### src/rtl/hilo_muldiv_ctrl.sv
// hilo_muldiv_ctrl: HI/LO owner sequencing external multiply, restoring divide and MTHI/MTLO.
module hilo_muldiv_ctrl #(
  parameter int WIDTH = 32,
  parameter int MUL_LAT = 2
) (
  input  logic               clk,
  input  logic               rst,
  input  logic               op_valid,
  input  logic [2:0]         op,
  input  logic [WIDTH-1:0]   src_a,
  input  logic [WIDTH-1:0]   src_b,
  input  logic               flush,
  output logic               mul_sign,
  output logic [WIDTH-1:0]   mul_a,
  output logic [WIDTH-1:0]   mul_b,
  input  logic [2*WIDTH-1:0] mul_p,
  output logic               busy,
  output logic               done,
  output logic               div0,
  output logic [WIDTH-1:0]   hi,
  output logic [WIDTH-1:0]   lo
);
  typedef enum logic [1:0] {IDLE, MUL, DIV, DONE} state_t;
  localparam int MAXC = WIDTH > MUL_LAT ? WIDTH : MUL_LAT;
  localparam int CW = $clog2(MAXC) + 1;
  state_t state, state_nx;
  logic [CW-1:0] cnt;
  logic [WIDTH-1:0] rem, quo, dvs, rem_nx, quo_nx, a_abs, b_abs;
  logic [WIDTH:0] trial;
  logic qneg, rneg, div0_r, sgn, acc, last_mul, last_div;
  always_comb begin
    acc = !rst && state == IDLE && op_valid && !flush;
    sgn = op == 3'b010;
    last_mul = cnt == CW'(MUL_LAT - 1);
    last_div = cnt == CW'(WIDTH - 1);
    busy = (acc && !op[2]) || ((state == MUL || state == DIV) && !flush);
    done = state == DONE;
    div0 = done && div0_r;
    a_abs = sgn && src_a[WIDTH-1] ? -src_a : src_a;
    b_abs = sgn && src_b[WIDTH-1] ? -src_b : src_b;
    // restoring step: shift next dividend bit into the partial remainder, subtract if it fits
    trial = {rem, quo[WIDTH-1]} - {1'b0, dvs};
    rem_nx = trial[WIDTH] ? {rem[WIDTH-2:0], quo[WIDTH-1]} : trial[WIDTH-1:0];
    quo_nx = {quo[WIDTH-2:0], !trial[WIDTH]};
    state_nx = flush ? IDLE :
               state == IDLE ? (acc && !op[2] ? (op[1] ? (src_b == '0 ? DONE : DIV) : MUL) : IDLE) :
               state == MUL  ? (last_mul ? DONE : MUL) :
               state == DIV  ? (last_div ? DONE : DIV) : IDLE;
  end
  always_ff @(posedge clk)
    if (rst) state <= IDLE;
    else state <= state_nx;
  always_ff @(posedge clk) begin
    if (rst) begin
      hi <= '0;
      lo <= '0;
      mul_a <= '0;
      mul_b <= '0;
      mul_sign <= 1'b0;
      cnt <= '0;
      rem <= '0;
      quo <= '0;
      dvs <= '0;
      qneg <= 1'b0;
      rneg <= 1'b0;
      div0_r <= 1'b0;
    end else begin
      cnt <= (state == MUL || state == DIV) ? cnt + CW'(1) : '0;
      div0_r <= acc && op[2:1] == 2'b01 && src_b == '0;
      if (acc && op == 3'b100) hi <= src_a;
      if (acc && op == 3'b101) lo <= src_a;
      if (acc && op[2:1] == 2'b00) begin
        mul_a <= src_a;
        mul_b <= src_b;
        mul_sign <= !op[0];
      end
      if (acc && op[2:1] == 2'b01) begin
        rem <= '0;
        quo <= a_abs;
        dvs <= b_abs;
        qneg <= sgn && (src_a[WIDTH-1] ^ src_b[WIDTH-1]);
        rneg <= sgn && src_a[WIDTH-1];
      end
      if (state == MUL && !flush && last_mul) {hi, lo} <= mul_p;
      if (state == DIV && !flush) begin
        rem <= rem_nx;
        quo <= quo_nx;
        if (last_div) begin
          lo <= qneg ? -quo_nx : quo_nx;
          hi <= rneg ? -rem_nx : rem_nx;
        end
      end
    end
  end
endmodule
### config.mk
export PLATFORM = sky130hd
export DESIGN_NAME = hilo_muldiv_ctrl
export DESIGN_NICKNAME = d
export VERILOG_FILES = /design/src/rtl/hilo_muldiv_ctrl.sv
export SDC_FILE = /design/constraint.sdc
export NUM_CORES = 1
export LEC_CHECK = 0
export ABC_AREA = 1
export CORE_MARGIN = 2
export CORE_UTILIZATION = 50
export DETAILED_ROUTE_END_ITERATION = 6
export GPL_ROUTABILITY_DRIVEN = 0
export PLACE_DENSITY = 0.9
export SYNTH_ARGS = -nofsm -noshare
export SYNTH_HDL_FRONTEND = slang
export SYNTH_SLANG_ARGS = --single-unit
### constraint.sdc
create_clock -name clk -period 4.1 [get_ports clk]
set_clock_uncertainty 0.2 [all_clocks]
set_input_delay 1.23 -clock clk [delete_from_list [all_inputs] [get_ports clk]]
set_output_delay 1.23 -clock clk [all_outputs]
set_load 0.01 [all_outputs]
Word level (Yosys, flattened, before mapping)

Index checks and enable logic that the tools add are counted.

Flip-flop bits (word level): 236
Bits of input ports: 135

$add $sub $neg: 6
Equal/unequal tests: 9
Mux-type cells: 25
Bitwise logic cells: 2
Reduce and logical (&&, ||, !) cells: 30

Operators with widths:

| cell                  | number |
|---|---|
| $mux W32              | 17 |
| $neg A32 Y32          | 4 |
| $sub A33 B32 Y33      | 1 |
| $logic_not A32 Y1     | 1 |
| $logic_and A1 B1 Y1   | 17 |
| $mux W2               | 6 |
| $add A6 B1 Y6 const B | 1 |
| $eq A3 B3 Y1 const B  | 2 |
| $eq A6 B1 Y1 const B  | 1 |
| $eq A6 B5 Y1 const B  | 1 |
| $logic_not A1 Y1      | 5 |
| $eq A2 B1 Y1 const B  | 2 |
| $eq A2 B2 Y1 const B  | 2 |
| $logic_not A2 Y1      | 2 |
| $reduce_or A2 Y1      | 2 |
| $eq A3 B2 Y1 const B  | 1 |
| $logic_or A1 B1 Y1    | 2 |
| $mux W1               | 2 |
| $reduce_bool A2 Y1    | 1 |
| $not A1 Y1            | 1 |
| $xor A1 B1 Y1         | 1 |

Depth between registers and ports, before layout

Word-level depth: 9
Depth in mapped cells: 32

Worst setup path after synthesis

OpenSTA, ideal clock, no wires.

Path kind: reg2reg
Start point: reg quo[31]
End point: reg lo[30]
Setup time: 0.110 ns
Arrival time: 3.724 ns
Required time: 3.790 ns
Setup slack: 0.066 ns
Stages on the path, launching flop included: 32
Buffers on the path: 1
Clock period less this slack: 4.034 ns
Cells stage by stage: dfxtp_1 > inv_1 > ha_1 > inv_1 > fa_1 > nand2_1 > nand2_1 > nand3_1 > nand2_2 > nand2_1 > nand2_2 > nand2_4 > nand3_2 > nand2_4 > buf_4 > ha_1 > inv_1 > nor3_1 > nand2_1 > nor3_1 > nand2_1 > nor2_1 > nand3_1 > nor3_1 > nand3_1 > nand2_1 > o21ai_0 > nor2_1 > or2_2 > nand3_1 > nand3_1 > inv_1

Longest elaborated chain between the ends: 6

Ends and longest elaborated chain:

| item                   | line | source |
|---|---|---|
| start, declared        | 28   | `logic [WIDTH-1:0] rem, quo, dvs, rem_nx, quo_nx, a_abs, b_abs;` |
| start signal, assigned | 79   | `quo <= a_abs;` |
| start signal, assigned | 87   | `quo <= quo_nx;` |
| $sub A33 B32 Y33       | 42   | `trial = {rem, quo[WIDTH-1]} - {1'b0, dvs};` |
| $logic_not A1 Y1       | 44   | `quo_nx = {quo[WIDTH-2:0], !trial[WIDTH]};` |
| $neg A32 Y32           | 89   | `lo <= qneg ? -quo_nx : quo_nx;` |
| $mux W32               | 89   |  |
| $mux W32               | 88   | `if (last_div) begin` |
| $mux W32               | 85   | `if (state == DIV && !flush) begin` |
| end signal, assigned   | 71   | `if (acc && op == 3'b101) lo <= src_a;` |
| end signal, assigned   | 84   | `if (state == MUL && !flush && last_mul) {hi, lo} <= mul_p;` |
| end signal, assigned   | 89   |  |
| end, declared          | 21   | `output logic [WIDTH-1:0] lo` |

No other way between the ends.
A chain may end at the register's enable or synchronous reset.

Worst setup path in the final report

Start point: reg rem[12]
End point: reg lo[30]

Longest elaborated chain between the ends: 6

Ends and longest elaborated chain:

| item                   | line | source |
|---|---|---|
| start, declared        | 28   |  |
| start signal, assigned | 86   | `rem <= rem_nx;` |
| $sub A33 B32 Y33       | 42   |  |
| $logic_not A1 Y1       | 44   |  |
| $neg A32 Y32           | 89   |  |
| $mux W32               | 89   |  |
| $mux W32               | 88   |  |
| $mux W32               | 85   |  |

No other way between the ends.

==> results.txt <==
----------------------------------------------------
[Critical path]
  Highest cell delay on the worst timing path ... 0.41 ns
  Top fanout value on the critical path ... 4
  Reg-to-reg critical path startpoint ... rem[12]
  Data arrival at the endpoint of the critical path ... 4.32 ns
  Kind of launch point of the worst setup path ... flip-flop
  Critical path's top delay family ... simple AND/OR/NAND/NOR gates
  Reg2reg setup slack ... 0.03 ns
  Slowest-stage cell, CP ... dfxtp_1
  End of the worst register-to-register path ... lo[30]
  Required time reported for the critical path endpoint ... 4.36 ns
  Kind of end point of the critical path ... flip-flop
  Depth of the worst register-to-register path ... 28
  Setup Crit Path Kind ... flip-flop to flip-flop
  WP buf/inv ... 3

[STA]
  Fraction of the cycle the final worst path needs ... 99.2%
  Maximum operating frequency ... 246 MHz
  Final hold violation count ... 0
  Worst slew slack as a fraction of its limit ... 40.2%
  Final worst-path setup slack ... 0.0317 ns
  Setup TNS ... 0 ns
  Minimum period implied by the final worst setup slack ... 4.07 ns
  Total setup violations reported at the end of the flow ... 0
  Slew Limit Fails ... 0
  Worst Hold Margin ... 0.259 ns
  Worst-Margin Slew ... 0.896 ns

[Min path]
  Hold Path Stages ... 2
  Launch point of the worst hold path ... mul_b[10]
  Class of the tightest hold or removal check ... flip-flop to flip-flop
  Min-Delay Endpoint ... mul_b[10]

[Detailed routing]
  Routed via count ... 19900
  Average wire length per cell after detail routing ... 18.3 microns
  Starting DRC count in detailed routing ... 2598
  Via density per instance ... 5.89
  First-pass detailed-route iteration total ... 7
  Wire length reported by the detailed router ... 61.9 mm
  DRC violations left ... 1
  Antenna viol nets, final ... 0

[Clock network]
  Clock latency on the worst-skew pair ... 0.56 ns
  Clock transition at path regs ... 0.06 ns
  Maximum clock path buffer count ... 3
  Number of hold-repair buffers added at the cts stage ... 0
  Number of clock sinks seen by CTS ... 236
  Num CTS Buffers ... 27
  TritonCTS clock tree ... done
  Clock H-tree levels ... 1
  Root buffer selected by CTS ... clkbuf_16

[Place]
  Setup slack after placement ... -0.200 ns
  HPWL reported at the end of detailed placement ... 45.2 mm
  Total cell area at the placement stage ... 0.0198 sq mm
  IO buf count ... 266

[Die]
  Floorplan row count ... 66
  Die Span X ... 185 microns
  Die Y ... 185 microns
  Overall die area ... 0.0341 sq mm
  I/O pin total ... 267
  Starting density of the core ... 50.5%
  Core area ... 0.0323 sq mm

[Power and ir drop]
  Lkg Pwr ... 9.12 nW
  Largest voltage drop on the vdd net ... 0.345 mV
  P per Cell Area ... 318 mW/mm^2

[Cells and area]
  Layout cells sized above 1 ... 9.65%
  Core utilization of the finished layout ... 65.4%
  Diodes inserted ... 0
  Post-route standard cell area excluding fillers ... 0.0211 sq mm
  Area Growth Syn to Fin ... 29.5%
  Count of nets after finishing ... 3101

[Logic synthesis]
  Mean Syn Cell Area ... 6.15 sq um
  Cell type with the largest total area after synthesis ... dfxtp_1
  Number of enable-type register cells in the synthesized netlist ... 0
  Post-synth top flop ... dfxtp_1
  Flops & latches, synth ... 236
  Synthesized netlist cell count ... 2652
  Cell area after technology mapping ... 0.0163 sq mm
  Share of flip-flops with an asynchronous set or reset ... 0%
  Sequential element share of the synthesized area ... 29.0%
  Top-count cell post-synth ... nand2_1
  Fraction of synthesized cell area taken by the top area cell type ... 29.0%
  Leading cell types by total area after synthesis ... dfxtp_1 (29%), nand2_1 (19%), inv_1 (6.9%)
  Synth top cells by count ... nand2_1 (806), inv_1 (299), dfxtp_1 (236)
  Number of distinct standard cells referenced by the synthesized netlist ... 58
  Number of warnings reported in the yosys synthesis log ... 0
  Net count of the mapped netlist ... 2830

[Status]
  Violations in the final reports ... design-rule violations
  Outcome ... complete, but fails checks

[GRT]
  Global-route wire length before repair ... 93.9 mm
  Number of global-route vias before repair ... 18300
  Total global routing track utilization ... 34.4%
  Pin count of the biggest net entering global routing ... 193
  Antenna violations before repair ... 0
  Grt total ovfl ... 0

[Job]
  Maximum Capacitance Violations ... 0

----------------------------------------------------
## worst max-delay path by stage
stage	slack (ns)	depth (start not counted)	endpoint	startpoint
finish	0.03	28	lo[30]	rem[12]
global route	-0.19	30	lo[30]	quo[31]
CTS	0.06	30	lo[30]	quo[31]
detailed placement	-0.20	7	busy	flush
global placement	-0.22	7	busy	flush
floorplan	0.07	31	lo[30]	quo[31]
## flip-flops by register name, indices dropped and copies added (netlist names), 2 cells and up
| name | flops |
|---|---|
| hi | 32 |
| mul_b | 32 |
| rem | 32 |
| state | 2 |
| mul_a | 32 |
| lo | 32 |
| dvs | 32 |
| cnt | 6 |
| quo | 32 |
## area by class of cell
| class | count | area (sq um) |
|---|---|---|
| Clock inverter | 12 | 166 |
| Inverter | 311 | 1170 |
| Timing Repair Buffer | 369 | 3530 |
| Tap cell | 442 | 553 |
| Sequential cell | 236 | 4730 |
| Multi-Input combinational cell | 1978 | 10200 |
| Clock buffer | 37 | 763 |
| Fill cell | 2572 | 11200 |
## logic make-up (layout without fill, tap and decap cells)
family / after synthesis / after routing / share of synthesized area, %
fa+ha+maj: 43 / 43 / 3.35
flops: 236 / 236 / 29.0
buf+inv: 438 / 729 / 10.5
xor+xnor: 51 / 51 / 2.74
simple gates: 1374 / 1374 / 36.3
compound gates: 510 / 510 / 18.2
## placed cells by master (no fill, tap or decap), types with 8 or more instances in the layout
cell type,netlist,layout
a21boi_0,9,9
a21oi_1,185,184
a31oi_1,64,64
buf_12,0,8
buf_4,1,96
clkbuf_16,0,27
clkdlybuf4s50_1,0,264
dfxtp_1,236,233
ha_1,42,27
ha_4,0,15
inv_1,299,294
inv_2,11,16
nand2_1,806,798
nand2_2,24,31
nand2_4,10,11
nand3_1,219,215
nand3b_1,11,11
nand4_1,17,17
nor2_1,208,200
nor2_2,7,12
nor3_1,32,29
o211ai_1,68,68
o21ai_0,127,126
o21ai_1,16,16
xnor2_1,20,20
xor2_1,31,31
## repair_timing
action | in CTS | in global routing
hold endpoints to repair | 0 | 0
buffers inserted | 0 | 6
endpoints found under the setup margin | 4 | 16
resized for setup | 5 | 50
pin swaps | 0 | 19
gates cloned | 0 | 0
## layer usage
layer | share of wire (%) | track usage [%]
met5 | 0 | 0
met4 | 8.3 | 24.2
met3 | 12 | 7.80
met2 | 45 | 55.7
met1 | 35 | 40.1
## tightest hold or removal path, stage by stage, from the launching register on
cell,delay (ns)
dfxtp_1,0.31
nand2_1,0.06
a21oi_1,0.05
## power by group
| group | switching [W] | internal [W] |
|---|---|---|
| combinational | 0.00117 | 0.000638 |
| clock | 0.00101 | 0.00155 |
| sequential | 0.0000230 | 0.00233 |
| total | 0.00220 | 0.00451 |
## through the flow
step,total power [W],std cells
after floorplan,0.00348,2652
after global placement,0.00400,3330
after CTS,0.00658,3379
after detailed placement,0.00405,3330
final,0.00672,3385
after global routing,0.00695,3385
Power figures use the tool's default switching activity.
